File: src/rtl/star_field_sequencer.sv
// Starfield background layer: per-frame LFSR reseed and pseudo-random star placement
// along the active raster, with density-scaled gaps and optional per-frame scrolling.
module star_field_sequencer #(
    parameter int          WIDTH     = 640,
    parameter int          HEIGHT    = 480,
    parameter logic [10:0] SEED_BASE = 11'h5A5,
    parameter logic [11:0] STAR_RGB  = 12'hFFF,
    parameter logic [11:0] DIM_RGB   = 12'h777
) (
    input  logic        clk,
    input  logic        resetN,
    input  logic        enable,
    input  logic [1:0]  density,
    input  logic        scroll_en,
    input  logic        pxl_valid,
    input  logic [10:0] pxl_x,
    input  logic [10:0] pxl_y,
    output logic        star_draw,
    output logic [11:0] star_rgb,
    output logic [7:0]  frame_cnt,
    output logic [11:0] last_frame_stars
);

    // A zero seed would lock the LFSR; the raster must also be non-empty.
    if (SEED_BASE[10:8] == 3'b000 || WIDTH < 1 || HEIGHT < 1) begin : g_param_check
        $error("star_field_sequencer: illegal parameter set");
    end

    typedef enum logic [1:0] {
        IDLE = 2'd0,
        WAIT = 2'd1,
        RUN  = 2'd2
    } state_t;

    state_t      state_q, state_d;
    logic [10:0] lfsr_q, lfsr_d;
    logic [10:0] cnt_q, cnt_d;
    logic [11:0] star_acc_q, star_acc_d;
    logic [7:0]  frame_cnt_q, frame_cnt_d;
    logic [11:0] last_stars_q, last_stars_d;
    logic        star_draw_q, star_draw_d;
    logic [11:0] star_rgb_q, star_rgb_d;

    logic        fs;
    logic [10:0] lfsr_next;
    logic [10:0] seed;

    assign fs        = pxl_valid && (pxl_x == 11'd0) && (pxl_y == 11'd0);
    assign lfsr_next = {lfsr_q[9:0], lfsr_q[10] ^ lfsr_q[8]};
    assign seed      = SEED_BASE ^ {3'b000, (scroll_en ? frame_cnt_q : 8'd0)};

    always_comb begin
        state_d      = state_q;
        lfsr_d       = lfsr_q;
        cnt_d        = cnt_q;
        star_acc_d   = star_acc_q;
        frame_cnt_d  = frame_cnt_q;
        last_stars_d = last_stars_q;
        star_draw_d  = 1'b0;
        star_rgb_d   = 12'h000;

        if (!enable) begin
            state_d = IDLE;
        end else begin
            case (state_q)
                IDLE: state_d = WAIT;
                WAIT, RUN: begin
                    if (fs) begin
                        // Frame origin: reseed, publish last frame's count, never draw here.
                        state_d      = RUN;
                        lfsr_d       = seed;
                        cnt_d        = seed >> density;
                        frame_cnt_d  = frame_cnt_q + 8'd1;
                        last_stars_d = star_acc_q;
                        star_acc_d   = 12'h000;
                    end else if (state_q == RUN && pxl_valid) begin
                        if (cnt_q != 11'd0) begin
                            cnt_d = cnt_q - 11'd1;
                        end else begin
                            star_draw_d = 1'b1;
                            star_rgb_d  = (frame_cnt_q[3] && lfsr_q[0]) ? DIM_RGB : STAR_RGB;
                            lfsr_d      = lfsr_next;
                            cnt_d       = lfsr_next >> density;
                            if (star_acc_q != 12'hFFF) begin
                                star_acc_d = star_acc_q + 12'd1;
                            end
                        end
                    end
                end
                default: state_d = IDLE;
            endcase
        end
    end

    always_ff @(posedge clk or negedge resetN) begin
        if (!resetN) begin
            state_q      <= IDLE;
            lfsr_q       <= SEED_BASE;
            cnt_q        <= 11'd0;
            star_acc_q   <= 12'h000;
            frame_cnt_q  <= 8'd0;
            last_stars_q <= 12'h000;
            star_draw_q  <= 1'b0;
            star_rgb_q   <= 12'h000;
        end else begin
            state_q      <= state_d;
            lfsr_q       <= lfsr_d;
            cnt_q        <= cnt_d;
            star_acc_q   <= star_acc_d;
            frame_cnt_q  <= frame_cnt_d;
            last_stars_q <= last_stars_d;
            star_draw_q  <= star_draw_d;
            star_rgb_q   <= star_rgb_d;
        end
    end

    assign star_draw        = star_draw_q;
    assign star_rgb         = star_rgb_q;
    assign frame_cnt        = frame_cnt_q;
    assign last_frame_stars = last_stars_q;

endmodule

File: config.mk
export PLATFORM = sky130hd
export DESIGN_NAME = star_field_sequencer
export DESIGN_NICKNAME = d
export VERILOG_FILES = /design/src/rtl/star_field_sequencer.sv
export SDC_FILE = /design/constraint.sdc
export NUM_CORES = 1
export LEC_CHECK = 0
export ABC_AREA = 1
export CAP_MARGIN = 40
export CORE_MARGIN = 4
export CORE_UTILIZATION = 45
export CTS_CLUSTER_SIZE = 28
export DETAILED_ROUTE_END_ITERATION = 6
export GPL_TIMING_DRIVEN = 0
export MAX_ROUTING_LAYER = met4
export PLACE_DENSITY = 0.69
export SYNTH_ARGS = -nofsm -noshare
export SYNTH_HDL_FRONTEND = slang
export SYNTH_SLANG_ARGS = --single-unit
File: constraint.sdc
create_clock -name clk -period 2.08 [get_ports clk]
set_input_delay 0.624 -clock clk [delete_from_list [all_inputs] [get_ports clk]]
set_output_delay 0.624 -clock clk [all_outputs]
set_load 0.01 [all_outputs]
==> results.sh <==
export IMPL_status="finished clean"
export IMPL_start_util_pct=47.1
export IMPL_critPathCaptureType="output pin"
export IMPL_multi_input_area_um2=2130
export IMPL_area_growth_pct=27.5
export IMPL_ys_ff_latch=58
export IMPL_clock_path_buffers=2
export IMPL_die_w_um=101
export IMPL_gp_congestion=0.934
export IMPL_place_detailed_hpwl_mm=8.05
export IMPL_vias=3904
export IMPL_cp_slowest_stage_delay_ns=0.58
export IMPL_cts_root_buf="clkbuf_8"
export IMPL_die_h_um=101
export IMPL_synth_edff_count=0
export IMPL_required_ns=1.46
export IMPL_drt_pass1_iter_count=4
export IMPL_avgSynthCellArea_um2=6.98
export IMPL_finalMaxSlewViolations=0
export IMPL_drt_initial_drc_count=102
export IMPL_reg2reg_depth=10
export IMPL_grt_setup_unrepaired="yes"
export IMPL_hold_path_class="in2async"
export IMPL_grt_usage_pct=22.2
export IMPL_hold_violations=0
export IMPL_tightest_slew_ns=0.567
export IMPL_timing_final_crit_share_pct=97.0
export IMPL_grt_pass1_wl_mm=17.5
export IMPL_crit_slowest_cell="clkdlybuf4s50_1"
export IMPL_nets=674
export IMPL_synth_area_top_cells="dfrtp_1 33%, nand2_1 15%, nor2_1 6.9%"
export IMPL_slew_headroom_pct=62.2
export IMPL_synthTopCellsByCount="156 x nand2_1, 72 x nor2_1, 52 x dfrtp_1"
export IMPL_fin_crit_ns=2.02
export IMPL_antenna_found_initial=0
export IMPL_vdd_drop_max_mv=0.333
export IMPL_wl_per_cell_um=14.1
export IMPL_layout_drive_gt1_share_pct=16.7
export IMPL_crit_chain="clkdlybuf4s50_1"
export IMPL_fmax_mhz=496
export IMPL_crit_fanout=6
export IMPL_die_area_um2=10300
export IMPL_ant_nets=0
export IMPL_tns_ns=0
export IMPL_skew_ns=0.0160
export IMPL_cts_made_buffers=9
export IMPL_path_class="reg2out"
export IMPL_grt_overflow_total=0
export IMPL_synth_ff_type="dfrtp_1"
export IMPL_remaining_drc_errors=0
export IMPL_via_per_inst=5.21
export IMPL_clk_latency_ns=0.35
export IMPL_tritoncts="built"
export IMPL_synth_top_area_share_pct=33.1
export IMPL_cp_num_buf_inv=1
export IMPL_cts_sinks=58
export IMPL_yosysSeqAreaShare_pct=37.1
export IMPL_ff_latch_area_um2=1460
export IMPL_synth_area_leader_cell="dfrtp_1"
export IMPL_synth_area_um2=3930
export IMPL_start_kind="flop"
export IMPL_worstPathArrival_ns=1.39
export IMPL_cpLargestDelayFamily="buffers and inverters"
export IMPL_setup_viol=0
export IMPL_io_buffers=60
export IMPL_crit_path_start="frame_cnt[3]"
export IMPL_yosysMostFrequentCell="nand2_1"
export IMPL_antenna_diode_count=0
export IMPL_path_depth=1
export IMPL_ys_types=36
export IMPL_power_density_nw_per_um2=503
export IMPL_io_pins=62
export IMPL_hold_ws_ns=0.251
export IMPL_wl_mm=10.6
export IMPL_total_leakage_power_nw=2.32
export IMPL_path_clk_slew_ns=0.08
export IMPL_nFillCells=804
export IMPL_synth_cells=563
export IMPL_core_area_um2=8340
export IMPL_grt_max_degree=36
export IMPL_grt_pass1_vias=3882
export IMPL_crit_reg2reg_launch="state_q[1]"
export IMPL_ys_warn_count=0
export IMPL_row_count=33
export IMPL_synth_nets=597
export IMPL_cap_violations=0
export IMPL_synthArstFlopShare_pct=100
export IMPL_cts_htree_levels=3
==> worst paths after layout <==
path / slack [ns] / endpoint
min in group clk: 0.49 / last_frame_stars[2]
max in group asynchronous: 1.22 / star_draw
setup / recovery: 0.06 / frame_cnt[3]
setup reg to reg: 0.15 / star_acc_q[6]
hold / removal: 0.25 / cnt_q[9]
hold reg to reg: 0.49 / last_frame_stars[2]
==> logic make-up after synthesis <==
family | synth area share (%)
simple gates | 35.3
buf+inv | 10.5
compound gates | 11.0
flops | 37.1
xor+xnor | 4.01
fa+ha+maj | 1.59
mux | 0.510
==> layout make-up <==
type | count | area share [%]
Buffer | 27 | 3.60
Clock buffer | 9 | 2.47
Clock inverter | 7 | 2.02
Inverter | 63 | 4.90
Multi-Input combinational cell | 415 | 42.6
Sequential cell | 58 | 29.2
Tap cell | 105 | 2.62
Timing Repair Buffer | 66 | 12.6
==> cell usage in the layout, fill, tap and decap left out, types with 3 or more instances in the layout <==
master,n
nand2_1,156
nor2_1,67
dfrtp_1,50
inv_1,49
clkdlybuf4s50_1,49
o21ai_0,44
nand3_1,38
buf_4,30
xor2_1,14
nand4_1,13
o21ai_1,11
inv_2,10
clkbuf_8,9
nor2_4,8
nor2_2,8
buf_2,7
o211ai_1,7
nor3_1,7
a21oi_1,6
dfstp_2,6
a31oi_1,5
nand3_4,4
clkinvlp_4,4
o22ai_1,4
xnor2_1,4
ha_1,4
nand2_2,3
nand3_2,3
==> routing by layer <==
metal | share of wire (%) | wire length (um) | global-route usage, % | vias to the layer above
met1 | 45 | 4790 | 26.7 | 1818
met3 | 4.2 | 441 | 4.68 | 28
li1 | - | - | - | 1962
met2 | 48 | 5050 | 36.2 | 96
met4 | 3.1 | 327 | 9.41 | 0
met5 | 0 | 0 | - | -
==> registers in the layout (all words and copies together) (netlist names) <==
register          cells
last_frame_stars     12
star_acc_q           12
cnt_q                11
lfsr_q               11
frame_cnt             8
state_q               2
star_draw             1
star_rgb              1
==> timing repair <==
action	in CTS	in global routing
hold buffers	0	0
gates cloned	0	0
setup endpoints to repair	15	42
gates resized for setup	13	26
setup buffers	0	5
pin swaps	0	2
==> report_power, final <==
group | total [W] | leakage (nW) | internal, W | switching [W]
clock network | 0.00120 | 0.106 | 0.000684 | 0.000518
registers | 0.00113 | 0.700 | 0.00113 | 0.000000885
logic | 0.000188 | 1.51 | 0.0000783 | 0.000110
==> through the flow <==
step                utilization, %  instances  worst slack, ns  total power, W  cell area (um^2)
floorplan                        -        563            0.399         0.00123              3930
global placement              55.9        728            -1.52         0.00133              4660
detailed placement            56.1        729           -0.425         0.00134              4680
CTS                           58.7        745          0.00565         0.00256              4890
global route                  60.1        750          -0.0281         0.00263              5010
finish                        60.1        750           0.0634         0.00252              5010
Note: power is estimated with default switching activity, not from simulation.
